===== config.mk =====
export PLATFORM = sky130hd
export DESIGN_NAME = msu_stream
export DESIGN_NICKNAME = d
export VERILOG_FILES = /design/src/rtl/msu_stream_pkg.sv /design/src/rtl/axis_shift_out.sv /design/src/rtl/msu_stream.sv
export SDC_FILE = /design/constraint.sdc
export NUM_CORES = 2
export LEC_CHECK = 0
export ABC_AREA = 1
export BUFFER_PORTS_ARGS = -buffer_cell sky130_fd_sc_hd__buf_4
export CAP_MARGIN = 30
export CORE_ASPECT_RATIO = 0.8
export CORE_MARGIN = 2
export CORE_UTILIZATION = 39
export CTS_BUF_LIST = sky130_fd_sc_hd__clkbuf_8
export DETAILED_ROUTE_END_ITERATION = 12
export REMOVE_ABC_BUFFERS = 1
export SYNTH_ARGS = -nofsm -noshare
export SYNTH_HDL_FRONTEND = slang
export SYNTH_SLANG_ARGS = --single-unit

===== constraint.sdc =====
create_clock -name clk -period 2 [get_ports clk]
set_input_delay 0.1 -clock clk [delete_from_list [all_inputs] [get_ports clk]]
set_output_delay 0.1 -clock clk [all_outputs]
set_load 0.1 [all_outputs]

===== src/rtl/msu_stream_pkg.sv =====
// Shared types for msu_stream: FSM states, status codes and frame-length helpers.
// Beat counts come from the parameter set so the top and the bench agree on framing.
package msu_stream_pkg;

  typedef enum logic [3:0] {
    ST_IDLE,
    ST_RECV,
    ST_DRAIN,
    ST_LOAD,
    ST_SQ_ISSUE,
    ST_SQ_WAIT,
    ST_PREP_SEND,
    ST_SEND,
    ST_DONE
  } state_e;

  localparam logic [1:0] STATUS_OK    = 2'd0;
  localparam logic [1:0] STATUS_SHORT = 2'd1;
  localparam logic [1:0] STATUS_LONG  = 2'd2;
  localparam logic [1:0] STATUS_ABORT = 2'd3;

  function automatic int in_beats(input int axi_len, input int t_len, input int sq_bits);
    return (2 * t_len + sq_bits) / axi_len;
  endfunction

  function automatic int out_beats(input int axi_len, input int t_len, input int sq_bits);
    return (t_len + sq_bits) / axi_len;
  endfunction

endpackage


===== src/rtl/axis_shift_out.sv =====
// Output shift register: a loaded word leaves LSB-first, one AXI_LEN beat per accepted transfer.
// Data holds while tready_i is low; tlast_o flags the final beat, done_o pulses when it is taken.
module axis_shift_out #(
  parameter int W     = 32,
  parameter int BEATS = 6
) (
  input  logic             clk_i,
  input  logic             reset_i,
  input  logic             load_i,
  input  logic [W*BEATS-1:0] load_dat_i,
  input  logic             tready_i,
  output logic             tvalid_o,
  output logic [W-1:0]     tdata_o,
  output logic             tlast_o,
  output logic             done_o
);
  localparam int CNT_W = $clog2(BEATS + 1);

  logic [W*BEATS-1:0] sh_q, sh_d;
  logic [CNT_W-1:0]   cnt_q, cnt_d;
  logic               vld_q, vld_d;
  logic               last;

  assign last     = vld_q && (cnt_q == CNT_W'(BEATS - 1));
  assign tvalid_o = vld_q;
  assign tdata_o  = sh_q[W-1:0];
  assign tlast_o  = last;
  assign done_o   = last && tready_i;

  always_comb begin
    sh_d  = sh_q;
    cnt_d = cnt_q;
    vld_d = vld_q;
    if (load_i) begin
      sh_d  = load_dat_i;
      cnt_d = '0;
      vld_d = 1'b1;
    end else if (vld_q && tready_i) begin
      sh_d  = sh_q >> W;
      cnt_d = cnt_q + CNT_W'(1);
      if (last) vld_d = 1'b0;
    end
  end

  always_ff @(posedge clk_i) begin
    if (reset_i) begin
      sh_q  <= '0;
      cnt_q <= '0;
      vld_q <= 1'b0;
    end else begin
      sh_q  <= sh_d;
      cnt_q <= cnt_d;
      vld_q <= vld_d;
    end
  end

endmodule


===== src/rtl/msu_stream.sv =====
// Streaming MSU controller: receive job frame, iterate the external squaring core (latency+1 per step), send result.
// Input is always ready in RECV/DRAIN; the output frame stalls indefinitely on m_axis_tready and is never aborted.
module msu_stream
  import msu_stream_pkg::*;
#(
  parameter int AXI_LEN           = 32,
  parameter int T_LEN             = 64,
  parameter int SQ_BITS           = 128,
  parameter int C_XFER_SIZE_WIDTH = 32
) (
  input  logic                         clk,
  input  logic                         reset,
  input  logic                         ap_start,
  input  logic                         abort,
  output logic                         ap_done,
  output logic [1:0]                   status,
  input  logic                         s_axis_tvalid,
  output logic                         s_axis_tready,
  input  logic [AXI_LEN-1:0]           s_axis_tdata,
  input  logic                         s_axis_tlast,
  output logic [C_XFER_SIZE_WIDTH-1:0] s_axis_xfer_size_in_bytes,
  output logic                         m_axis_tvalid,
  input  logic                         m_axis_tready,
  output logic [AXI_LEN-1:0]           m_axis_tdata,
  output logic [AXI_LEN/8-1:0]         m_axis_tkeep,
  output logic                         m_axis_tlast,
  output logic [C_XFER_SIZE_WIDTH-1:0] m_axis_xfer_size_in_bytes,
  output logic                         start_xfer,
  output logic                         sq_start,
  output logic [SQ_BITS-1:0]           sq_in,
  input  logic [SQ_BITS-1:0]           sq_out,
  input  logic                         sq_valid
);
  localparam int IN_BEATS  = in_beats(AXI_LEN, T_LEN, SQ_BITS);
  localparam int OUT_BEATS = out_beats(AXI_LEN, T_LEN, SQ_BITS);
  localparam int IN_W      = IN_BEATS * AXI_LEN;
  localparam int ICW       = $clog2(IN_BEATS + 1);

  state_e             state_q, state_d;
  logic [IN_W-1:0]    in_sr_q, in_sr_d;
  logic [ICW-1:0]     in_cnt_q, in_cnt_d;
  logic [T_LEN-1:0]   t_cur_q, t_cur_d, t_fin_q, t_fin_d, t_inc;
  logic [SQ_BITS-1:0] sq_val_q, sq_val_d;
  logic [1:0]         status_q, status_d;
  logic               in_acc, in_last_beat, bypass, load_out, out_done;

  assign in_acc       = s_axis_tvalid && s_axis_tready;
  assign in_last_beat = (in_cnt_q == ICW'(IN_BEATS - 1));
  // Frame fields are read straight from the shift register so LOAD can decide the bypass in the same cycle.
  assign bypass       = (in_sr_q[2*T_LEN-1:T_LEN] <= in_sr_q[T_LEN-1:0]);
  assign t_inc        = t_cur_q + T_LEN'(1);
  assign load_out     = (state_q == ST_PREP_SEND);

  assign status                    = status_q;
  assign sq_in                     = sq_val_q;
  assign m_axis_tkeep              = '1;
  assign s_axis_xfer_size_in_bytes = C_XFER_SIZE_WIDTH'(IN_BEATS * AXI_LEN / 8);
  assign m_axis_xfer_size_in_bytes = C_XFER_SIZE_WIDTH'(OUT_BEATS * AXI_LEN / 8);

  always_ff @(posedge clk) begin
    if (reset) state_q <= ST_IDLE;
    else       state_q <= state_d;
  end

  always_comb begin
    state_d = state_q;
    case (state_q)
      ST_IDLE:      if (ap_start) state_d = ST_RECV;
      ST_RECV: begin
        if (abort) state_d = ST_DONE;
        else if (in_acc) begin
          if (s_axis_tlast)      state_d = in_last_beat ? ST_LOAD : ST_DONE;
          else if (in_last_beat) state_d = ST_DRAIN;
        end
      end
      ST_DRAIN:     if (abort || (s_axis_tvalid && s_axis_tlast)) state_d = ST_DONE;
      ST_LOAD:      state_d = abort ? ST_DONE : (bypass ? ST_PREP_SEND : ST_SQ_ISSUE);
      ST_SQ_ISSUE:  state_d = abort ? ST_DONE : ST_SQ_WAIT;
      ST_SQ_WAIT: begin
        if (abort)         state_d = ST_DONE;
        else if (sq_valid) state_d = (t_inc == t_fin_q) ? ST_PREP_SEND : ST_SQ_ISSUE;
      end
      ST_PREP_SEND: state_d = ST_SEND;
      ST_SEND:      if (out_done) state_d = ST_DONE;
      ST_DONE:      state_d = ST_IDLE;
      default:      state_d = ST_IDLE;
    endcase
  end

  always_comb begin
    s_axis_tready = 1'b0;
    sq_start      = 1'b0;
    start_xfer    = 1'b0;
    ap_done       = 1'b0;
    case (state_q)
      ST_RECV, ST_DRAIN: s_axis_tready = 1'b1;
      ST_SQ_ISSUE:       sq_start      = 1'b1;
      ST_PREP_SEND:      start_xfer    = 1'b1;
      ST_DONE:           ap_done       = 1'b1;
      default: ;
    endcase
  end

  always_comb begin
    in_sr_d  = in_sr_q;
    in_cnt_d = in_cnt_q;
    t_cur_d  = t_cur_q;
    t_fin_d  = t_fin_q;
    sq_val_d = sq_val_q;
    status_d = status_q;
    case (state_q)
      ST_IDLE: if (ap_start) begin
        in_cnt_d = '0;
        status_d = STATUS_OK;
      end
      ST_RECV: begin
        if (abort) status_d = STATUS_ABORT;
        else if (in_acc) begin
          in_sr_d  = {s_axis_tdata, in_sr_q[IN_W-1:AXI_LEN]};
          in_cnt_d = in_cnt_q + ICW'(1);
          if (s_axis_tlast && !in_last_beat)      status_d = STATUS_SHORT;
          else if (!s_axis_tlast && in_last_beat) status_d = STATUS_LONG;
        end
      end
      ST_DRAIN, ST_SQ_ISSUE: if (abort) status_d = STATUS_ABORT;
      ST_LOAD: begin
        if (abort) status_d = STATUS_ABORT;
        else begin
          t_cur_d  = in_sr_q[T_LEN-1:0];
          t_fin_d  = in_sr_q[2*T_LEN-1:T_LEN];
          sq_val_d = in_sr_q[IN_W-1:2*T_LEN];
        end
      end
      ST_SQ_WAIT: begin
        if (abort) status_d = STATUS_ABORT;
        else if (sq_valid) begin
          sq_val_d = sq_out;
          t_cur_d  = t_inc;
        end
      end
      default: ;
    endcase
  end

  always_ff @(posedge clk) begin
    if (reset) begin
      in_sr_q  <= '0;
      in_cnt_q <= '0;
      t_cur_q  <= '0;
      t_fin_q  <= '0;
      sq_val_q <= '0;
      status_q <= STATUS_OK;
    end else begin
      in_sr_q  <= in_sr_d;
      in_cnt_q <= in_cnt_d;
      t_cur_q  <= t_cur_d;
      t_fin_q  <= t_fin_d;
      sq_val_q <= sq_val_d;
      status_q <= status_d;
    end
  end

  axis_shift_out #(
    .W     (AXI_LEN),
    .BEATS (OUT_BEATS)
  ) u_shift_out (
    .clk_i      (clk),
    .reset_i    (reset),
    .load_i     (load_out),
    .load_dat_i ({sq_val_q, t_cur_q}),
    .tready_i   (m_axis_tready),
    .tvalid_o   (m_axis_tvalid),
    .tdata_o    (m_axis_tdata),
    .tlast_o    (m_axis_tlast),
    .done_o     (out_done)
  );

endmodule


==> metrics.yaml <==
outcome: "finished, violations left"
violations: "design-rule violations, negative setup slack"
fin_crit_sh: 1.283
cp_max_fo: 4
grt_max_degree: 143
fin_util: 0.5462
drt-pass1-iter-count: 10
stdcell_area_sq_um: 45970
critical_path.startpoint: "t_cur_q[1]"
finalSetupTns_ns: -4.947
timing.hold.ws_ns: 0.1616
drive_gt1_frac: 0.2366
leakage_nw: 18.19
synth_edf_count: 0
fin_ws_ns: -0.5654
grt_first_pass_wirelength_um: 179600
ys_warn_count: 0
fillers: 8076
overflow: 0
ys_seq_elements: 718
viasPerCell: 5.180
cts_buffers: 117
yosysMostFrequentCell: "nand2_1"
end_kind: "flip-flop"
yosys.area.top_type: "dfxtp_1"
ios: 404
coreArea_sq_um: 84160
cts-root-buf: "clkbuf_8"
synth_cells: 4552
multi_input_area_sq_um: 16270
synth_area_sq_um: 33190
ys.flop_type: "dfxtp_1"
finClkSkew_ns: 0.04134
final_net_count: 5599
critPathRequiredTime_ns: 2.69
row_count: 95
p_per_area_nw_per_um2: 757.7
initial_utilization: 0.3944
h-tree-depth: 3
dp_cells: 6121
die_h_um: 264.9
setup_viol: 112
dieArea_sq_um: 87470
final_antenna_net_count: 0
routed_wl_um: 121500
clk_latency_ns: 0.76
synth.distinct_cells: 44
vias: 34020
relSlewSlack: 0.4360
r2r-start: "t_cur_q[1]"
diodes: 0
synth_top_cells_by_count: "nand2_1, dfxtp_1, a21oi_1, o21ai_0, inv_1"
track_usage: 0.2601
hp-class: "primary input to flip-flop"
post-place-ws_ns: -0.7482
ff2ff_setup_slack_ns: -0.57
cts_tree: "done"
finalMaxSlewViolations: 0
crit_path_start_kind: "flip-flop"
yosysSeqAreaShare: 0.4331
seq_area_sq_um: 14410
final_cells: 6568
antenna_found_initial: 1
syn_avg_cell_area_sq_um: 7.292
netlist_top_cells_area: "dfxtp_1, nand2_1, a21oi_1"
grt_setup_unrepaired: "true"
drcViolationCount: 11
avgRoutedWirePerCell_um: 18.50
hold_violations: 0
synth_top_area_frac: 0.4331
fmax_mhz: 389.8
worstMarginPinSlew_ns: 0.8460
drt-initial-drc-count: 2834
gp_congestion: 0.9971
syn_to_final_growth_pct: 38.49
die_w_um: 330.2
arrival_ns: 3.25
first_global_vias: 31370
clock-sinks: 718
finalCriticalPeriod_ns: 2.565
ir_drop_v: 0.0004768
max-cap-violations: 0
io_buffers: 335
async_reset_ff_frac: 0
min_from: "s_axis_tdata[24]"
dpl_cell_area_sq_um: 39520
post-dp-hpwl_um: 76610
critPathKind: "flip-flop to flip-flop"
clk_path_buf_depth: 3
fin_total_pwr_mw: 34.83
cts.reportedPaths.clkPinSlew_ns: 0.07
sequential cells by signal, summed over array words and instances (netlist names):
register and count:
in_cnt_q 4, in_sr_q 256, sq_in 128, state_q 4, status 2, t_cur_q 64
t_fin_q 64, u_shift_out.cnt_q 3, u_shift_out.sh_q 192, u_shift_out.tvalid_o 1
logic make-up after synthesis:
group                      Yosys count  share of synthesized area
xor gates and xnor gates            38                    0.01625
buffers and inverters              860                     0.1090
DFF                                718                     0.4331
adders and majority gates           68                    0.02563
and+or+nand+nor                   1507                     0.1896
AOI/OAI and AO/OA                 1359                     0.2263
other                                2                  0.0002263
area by class of cell:
cell class | instances | area share
inverter | 452 | 0.03838
timing repair buffer | 1031 | 0.2086
tap | 1115 | 0.03035
sequential | 718 | 0.3135
clock buffer | 153 | 0.04581
timing repair inverter | 3 | 0.0009799
multi-input combinational | 3040 | 0.3539
clock inverter | 56 | 0.008493
power by group:
group / internal (mW) / switching, mW / total [mW]
sequential: 14.9 / 0.438 / 15.4
combinational: 2.22 / 3.56 / 5.78
clock: 7.57 / 6.13 / 13.7
total: 24.7 / 10.1 / 34.8
worst max-delay path: stages (launching register included):
cell and delay (ns):
dfxtp_4 0.37, buf_6 0.10, nand2_4 0.04, nor2_4 0.24, nand2_4 0.14, buf_6 0.14
nor2_4 0.18, buf_6 0.15, nand4_1 0.12, nand2_1 0.13, nand2_1 0.05, a21oi_1 0.12
buf_4 0.14, nand3_2 0.09, nor2_2 0.10, nand3_2 0.12, nand2_1 0.08, nand2_1 0.06
a21oi_2 0.12
cells in the final DEF (no fill, tap or decap), types with 17 or more instances in the layout:
cell             n
nand2_1        996
buf_4          754
dfxtp_1        696
a21oi_1        491
inv_1          465
o21ai_0        442
a31oi_1        259
nand3_1        213
dlygate4sd3_1  167
clkbuf_8       153
nor2_1          99
conb_1          68
ha_1            67
a221oi_1        65
nand2_2         51
o21ai_1         49
buf_12          45
nor2_2          39
nor2_4          34
buf_6           25
a221oi_2        23
nand4_1         21
xor2_1          20
dfxtp_2         19
clkinv_2        18
clkbuf_16       17
repair_timing:
| action | in CTS | in global routing |
|---|---|---|
| pin swaps | 30 | 65 |
| gates cloned | 14 | 20 |
| gates resized for setup | 139 | 174 |
| endpoints found under the hold margin | 400 | 0 |
| hold buffers | 167 | 0 |
| setup buffers | 31 | 16 |
| setup endpoints to repair | 411 | 575 |
routing by layer:
| metal | track usage | wire (um) |
|---|---|---|
| met1 | 0.3671 | 56600 |
| met5 | 0 | 13 |
| met4 | 0.07093 | 2851 |
| met3 | 0.05613 | 8876 |
| met2 | 0.3991 | 53190 |
final timing paths:
path             endpoint  cells after the start
max            state_q[1]                     18
min          in_sr_q[248]                      4
max reg2reg    state_q[1]                     18
min reg2reg     status[0]                      2
(Power assumes the default switching activity.)
